## src/rtl/wshb_arbiter2.sv

```systemverilog
`default_nettype none
// ============================================================================
// Module   : wshb_arbiter2
// Purpose  : Two-master / one-slave classic Wishbone arbiter for the SDRAM
//            port. M0 (video framebuffer reader) has priority. M1 (pattern
//            writer) is guaranteed bandwidth because a grant is cut after
//            MAX_BURST acks whenever the other master is waiting.
// Ports    : sys_clk, sys_rst_n (sync, active low)
//            m0_* / m1_*  : master request buses in, mX_ack out
//            m_dat_r      : slave read data broadcast to both masters
//            s_*          : slave bus out, s_ack / s_dat_r in
//            grant        : registered one-hot grant (bit0 M0, bit1 M1)
// Revision : 1.0  initial release
// ============================================================================
module wshb_arbiter2 #(
  parameter int AW        = 32,
  parameter int DW        = 32,
  parameter int MAX_BURST = 16
) (
  input  logic            sys_clk,
  input  logic            sys_rst_n,
  input  logic            m0_cyc,
  input  logic            m0_stb,
  input  logic            m0_we,
  input  logic [AW-1:0]   m0_adr,
  input  logic [DW-1:0]   m0_dat_w,
  input  logic [DW/8-1:0] m0_sel,
  output logic            m0_ack,
  input  logic            m1_cyc,
  input  logic            m1_stb,
  input  logic            m1_we,
  input  logic [AW-1:0]   m1_adr,
  input  logic [DW-1:0]   m1_dat_w,
  input  logic [DW/8-1:0] m1_sel,
  output logic            m1_ack,
  output logic [DW-1:0]   m_dat_r,
  output logic            s_cyc,
  output logic            s_stb,
  output logic            s_we,
  output logic [AW-1:0]   s_adr,
  output logic [DW-1:0]   s_dat_w,
  output logic [DW/8-1:0] s_sel,
  input  logic            s_ack,
  input  logic [DW-1:0]   s_dat_r,
  output logic [1:0]      grant
);

  localparam int CW = $clog2(MAX_BURST + 1);
  localparam logic [CW:0]   MAX_EXT = (CW+1)'(MAX_BURST);
  localparam logic [CW-1:0] MAX_CNT = CW'(MAX_BURST);

  typedef enum logic [1:0] {
    IDLE    = 2'd0,
    GNT0    = 2'd1,
    GNT1    = 2'd2,
    PREEMPT = 2'd3
  } state_t;

  state_t        state_q, state_d;
  logic [CW-1:0] cnt_q, cnt_d;
  logic          next_m1_q, next_m1_d;  // PREEMPT target: 1 = hand bus to M1
  logic [1:0]    grant_q, grant_d;

  logic          ack_in;
  logic          own_cyc;
  logic          other_cyc;
  logic [CW:0]   cnt_inc;
  logic          burst_done;

  // Slave-side mux and ack routing follow the current (registered) state.
  always_comb begin
    s_cyc   = 1'b0;
    s_stb   = 1'b0;
    s_we    = 1'b0;
    s_adr   = '0;
    s_dat_w = '0;
    s_sel   = '0;
    m0_ack  = 1'b0;
    m1_ack  = 1'b0;
    case (state_q)
      GNT0: begin
        s_cyc   = m0_cyc;
        s_stb   = m0_stb;
        s_we    = m0_we;
        s_adr   = m0_adr;
        s_dat_w = m0_dat_w;
        s_sel   = m0_sel;
        m0_ack  = s_ack & m0_cyc;
      end
      GNT1: begin
        s_cyc   = m1_cyc;
        s_stb   = m1_stb;
        s_we    = m1_we;
        s_adr   = m1_adr;
        s_dat_w = m1_dat_w;
        s_sel   = m1_sel;
        m1_ack  = s_ack & m1_cyc;
      end
      default: ;
    endcase
  end

  assign m_dat_r = s_dat_r;

  // Acks seen while the bus is not driven are stray and never counted.
  assign ack_in    = s_ack & s_cyc;
  assign own_cyc   = (state_q == GNT1) ? m1_cyc : m0_cyc;
  assign other_cyc = (state_q == GNT1) ? m0_cyc : m1_cyc;
  assign cnt_inc   = {1'b0, cnt_q} + {{CW{1'b0}}, 1'b1};
  // '>=' also catches a counter that saturated before the other master
  // arrived: the next completed access then ends the grant.
  assign burst_done = ack_in & other_cyc & (cnt_inc >= MAX_EXT);

  always_comb begin
    state_d   = state_q;
    cnt_d     = cnt_q;
    next_m1_d = next_m1_q;
    case (state_q)
      IDLE: begin
        if (m0_cyc)      state_d = GNT0;
        else if (m1_cyc) state_d = GNT1;
      end
      GNT0, GNT1: begin
        if (ack_in && (cnt_q != MAX_CNT)) cnt_d = cnt_inc[CW-1:0];
        if (!own_cyc) begin
          state_d = IDLE;
        end else if (burst_done) begin
          state_d   = PREEMPT;
          next_m1_d = (state_q == GNT0);
        end
      end
      PREEMPT: begin
        if (next_m1_q) state_d = m1_cyc ? GNT1 : IDLE;
        else           state_d = m0_cyc ? GNT0 : IDLE;
      end
      default: state_d = IDLE;
    endcase
    if (((state_d == GNT0) || (state_d == GNT1)) && (state_d != state_q)) cnt_d = '0;
  end

  always_comb begin
    case (state_d)
      GNT0:    grant_d = 2'b01;
      GNT1:    grant_d = 2'b10;
      default: grant_d = 2'b00;
    endcase
  end

  always_ff @(posedge sys_clk) begin
    if (!sys_rst_n) begin
      state_q   <= IDLE;
      cnt_q     <= '0;
      next_m1_q <= 1'b0;
      grant_q   <= 2'b00;
    end else begin
      state_q   <= state_d;
      cnt_q     <= cnt_d;
      next_m1_q <= next_m1_d;
      grant_q   <= grant_d;
    end
  end

  assign grant = grant_q;

endmodule
`default_nettype wire

```

## config.mk

```make
export PLATFORM = sky130hd
export DESIGN_NAME = wshb_arbiter2
export DESIGN_NICKNAME = d
export VERILOG_FILES = /design/src/rtl/wshb_arbiter2.sv
export SDC_FILE = /design/constraint.sdc
export NUM_CORES = 1
export LEC_CHECK = 0
export ABC_CLOCK_PERIOD_IN_PS = 2400
export CELL_PAD_IN_SITES_DETAIL_PLACEMENT = 0
export CELL_PAD_IN_SITES_GLOBAL_PLACEMENT = 1
export CORE_MARGIN = 8
export CORE_UTILIZATION = 13
export CTS_BUF_LIST = sky130_fd_sc_hd__clkbuf_4 sky130_fd_sc_hd__clkbuf_8 sky130_fd_sc_hd__clkbuf_16
export CTS_CLUSTER_DIAMETER = 80
export CTS_CLUSTER_SIZE = 8
export DETAILED_ROUTE_END_ITERATION = 7
export HOLD_SLACK_MARGIN = 0.05
export PLACE_DENSITY = 0.77
export SLEW_MARGIN = 5
export SYNTH_ARGS = -nofsm -noshare
export SYNTH_HDL_FRONTEND = slang
export SYNTH_SLANG_ARGS = --single-unit
export TNS_END_PERCENT = 1
```

## constraint.sdc

```tcl
create_clock -name sys_clk -period 2.4 [get_ports sys_clk]
set_input_delay 0.36 -clock sys_clk [delete_from_list [all_inputs] [get_ports sys_clk]]
set_output_delay 0.36 -clock sys_clk [all_outputs]
set_load 0.03 [all_outputs]
```

==> out/metrics.cfg <==
[status]
status=complete, but fails checks
violations=setup timing

[placed_design]
dpl.hpwl_um=8590
gp_congestion=0.811
postPlaceCellArea_um2=4260
portBuffers=219

[floorplanning]
core_um2=15100
boundaryPins=284
dieArea_um2=19500
die_y_um=140
die_w_um=140
start_util=0.132
rows=45

[setup_path]
crit_type=flop to flop
r2r-start=state_q[1]
crit_arrival_ns=2.63
cp_max_fo=5
startpoint=state_q[1]
cp-start-kind=flop
cp.required_ns=2.56
endpoint_kind=flop

[finish]
n_fill_cell=1568
finalInstanceArea_um2=4490
syn2layout_area_growth_pct=126
drive_gt1_frac=0.275
ff_latch_area_um2=205
multi_input_area_um2=1530
nets=658
diodes=0
utilization=0.298

[timing]
setup_viol=5
skew_ns=0.000457
slew_headroom=0.707
final_max_slew_viol_count=0
rsz0062_at_grt=true
min_period_ns=2.46
setup_slack_ns=-0.0629
hold_viol_final=0
period_share=1.03
tns_ns=-0.184
whs_ns=0.496
tightest_slew_ns=0.439
max_freq_ghz=0.406

[synth]
yosysTopAreaCell=a22oi_1
synth_commonest_cells=a22oi_1 (71), nor2b_1 (71), buf_4 (32), clkbuf_1 (19), dfxtp_1 (10)
synth.area.top_cells=a22oi_1 (27%), nor2b_1 (22%), buf_4 (12%)
synth-seq-cells=10
synth-edff-count=0
synth.distinct_cells=36
synth_top_area_share=0.268
synth_fp_nets=459
async_flop_share=0
postSynthCellCount=274
syn-cell-area_um2=1990
yosysWarnings=0
synth_ff_type=dfxtp_1
avgSynthCellArea_um2=7.27
seq_area_frac_synth=0.101

[routing]
dr.pass1.iters=4
routed_via_density=4.15
wl_um=10700
postRouteAntennaNets=0
route.detailed.drc=0
wl_per_cell_um=16.2
num_vias=2740
drtIter0Drc=91

[pwr]
power_density_nw_per_um2=707
leakagePower_nw=1.70
finalPower_mw=3.18
peakVddDrop_v=0.000414

[cts]
cts.clk_slew.worst_paths_ns=0.04
clockRootBuffer=clkbuf_16
cts_sinks=10
h-tree-depth=1
numCtsBuffers=3
clkLatencyLatePin_ns=0.24
clock_path_buffers=2
cts_tree=built

[hold_path]
min_path_type=flop to flop
holdCritStartpoint=next_m1_q

[global_route]
groute.usage.overall=0.0994
grt_max_degree=74
grt.overflow.total=0
grt_pass1_vias=2967
grt_pass1_wl_um=16100
antenna_found_initial=0

[job]
maxCapViolCount=0

-- metrics by stage --
| stage | setup slack, ns | std cells |
|---|---|---|
| after CTS | -0.0182 | 656 |
| after global placement | -0.215 | 648 |
| after global routing | -0.108 | 660 |
| after detailed placement | -0.317 | 648 |
| final | -0.0629 | 660 |
| after floorplan | 0.0153 | 274 |
-- cells by family after synthesis --
kind of cell | count (synthesis) | synth area share
buffers and inverters | 66 | 0.185
AO/OA/AOI/OAI | 85 | 0.338
flip-flops | 10 | 0.101
adder cells (fa/ha/maj) | 8 | 0.0503
AND/OR/NAND/NOR | 99 | 0.298
multiplexers | 2 | 0.0107
XOR/XNOR | 4 | 0.0176
-- path summary, 6_finish.rpt --
check,endpoint,slack [ns],depth (start not counted)
worst max-delay path,cnt_q[1],-0.06,11
worst min-delay path,next_m1_q,0.50,2
worst max register to register,cnt_q[1],-0.06,11
worst min register to register,next_m1_q,0.50,2
-- flip-flops by register name, summed over array words and instances (netlist names) --
| register | cells |
|---|---|
| cnt_q | 5 |
| grant | 2 |
| next_m1_q | 1 |
| state_q | 2 |
-- metal layers --
layer  global-route usage  part of all wire
met5                    0                 0
met4               0.0389             0.025
met3               0.0332             0.090
met2                0.176              0.49
met1                0.107              0.40
-- worst max-delay path: stages (launching register included) --
cell and delay (ns):
dfxtp_4 0.36, buf_4 0.15, ha_1 0.20, and3_4 0.19
a31o_4 0.20, o31a_4 0.37, inv_4 0.07, ha_4 0.14
inv_2 0.03, o2111a_1 0.11, a221o_1 0.36, nor3_1 0.21
-- where the power goes --
group          total, mW  switching [mW]  leakage [nW]  internal [mW]
Clock              0.335          0.0841        0.0442          0.251
Combinational       2.63            1.38          1.57           1.25
Sequential         0.208          0.0179        0.0823          0.190
Total               3.18            1.48          1.70           1.69
-- timing repair --
item,4_1_cts,5_1_grt
pin swaps,8,9
buffers inserted,4,4
hold buffers,0,0
setup endpoints to repair,5,5
resized for setup,12,9
-- placed cells by master (no fill, tap or decap), drive strengths merged, types with 5 or more instances in the layout --
cell type        n
nor2             9
ha               8
clkdlybuf4s50  144
a22oi           71
buf            104
inv             10
nor3             5
nor2b           71
dfxtp           10
-- area by class of cell --
| type | count | area share |
|---|---|---|
| timing repair buffer | 250 | 0.533 |
| multi-input combinational | 198 | 0.340 |
| tap | 188 | 0.0523 |
| sequential | 10 | 0.0457 |
| clock buffer | 4 | 0.0198 |
| inverter | 10 | 0.0100 |
(Power assumes the default switching activity.)
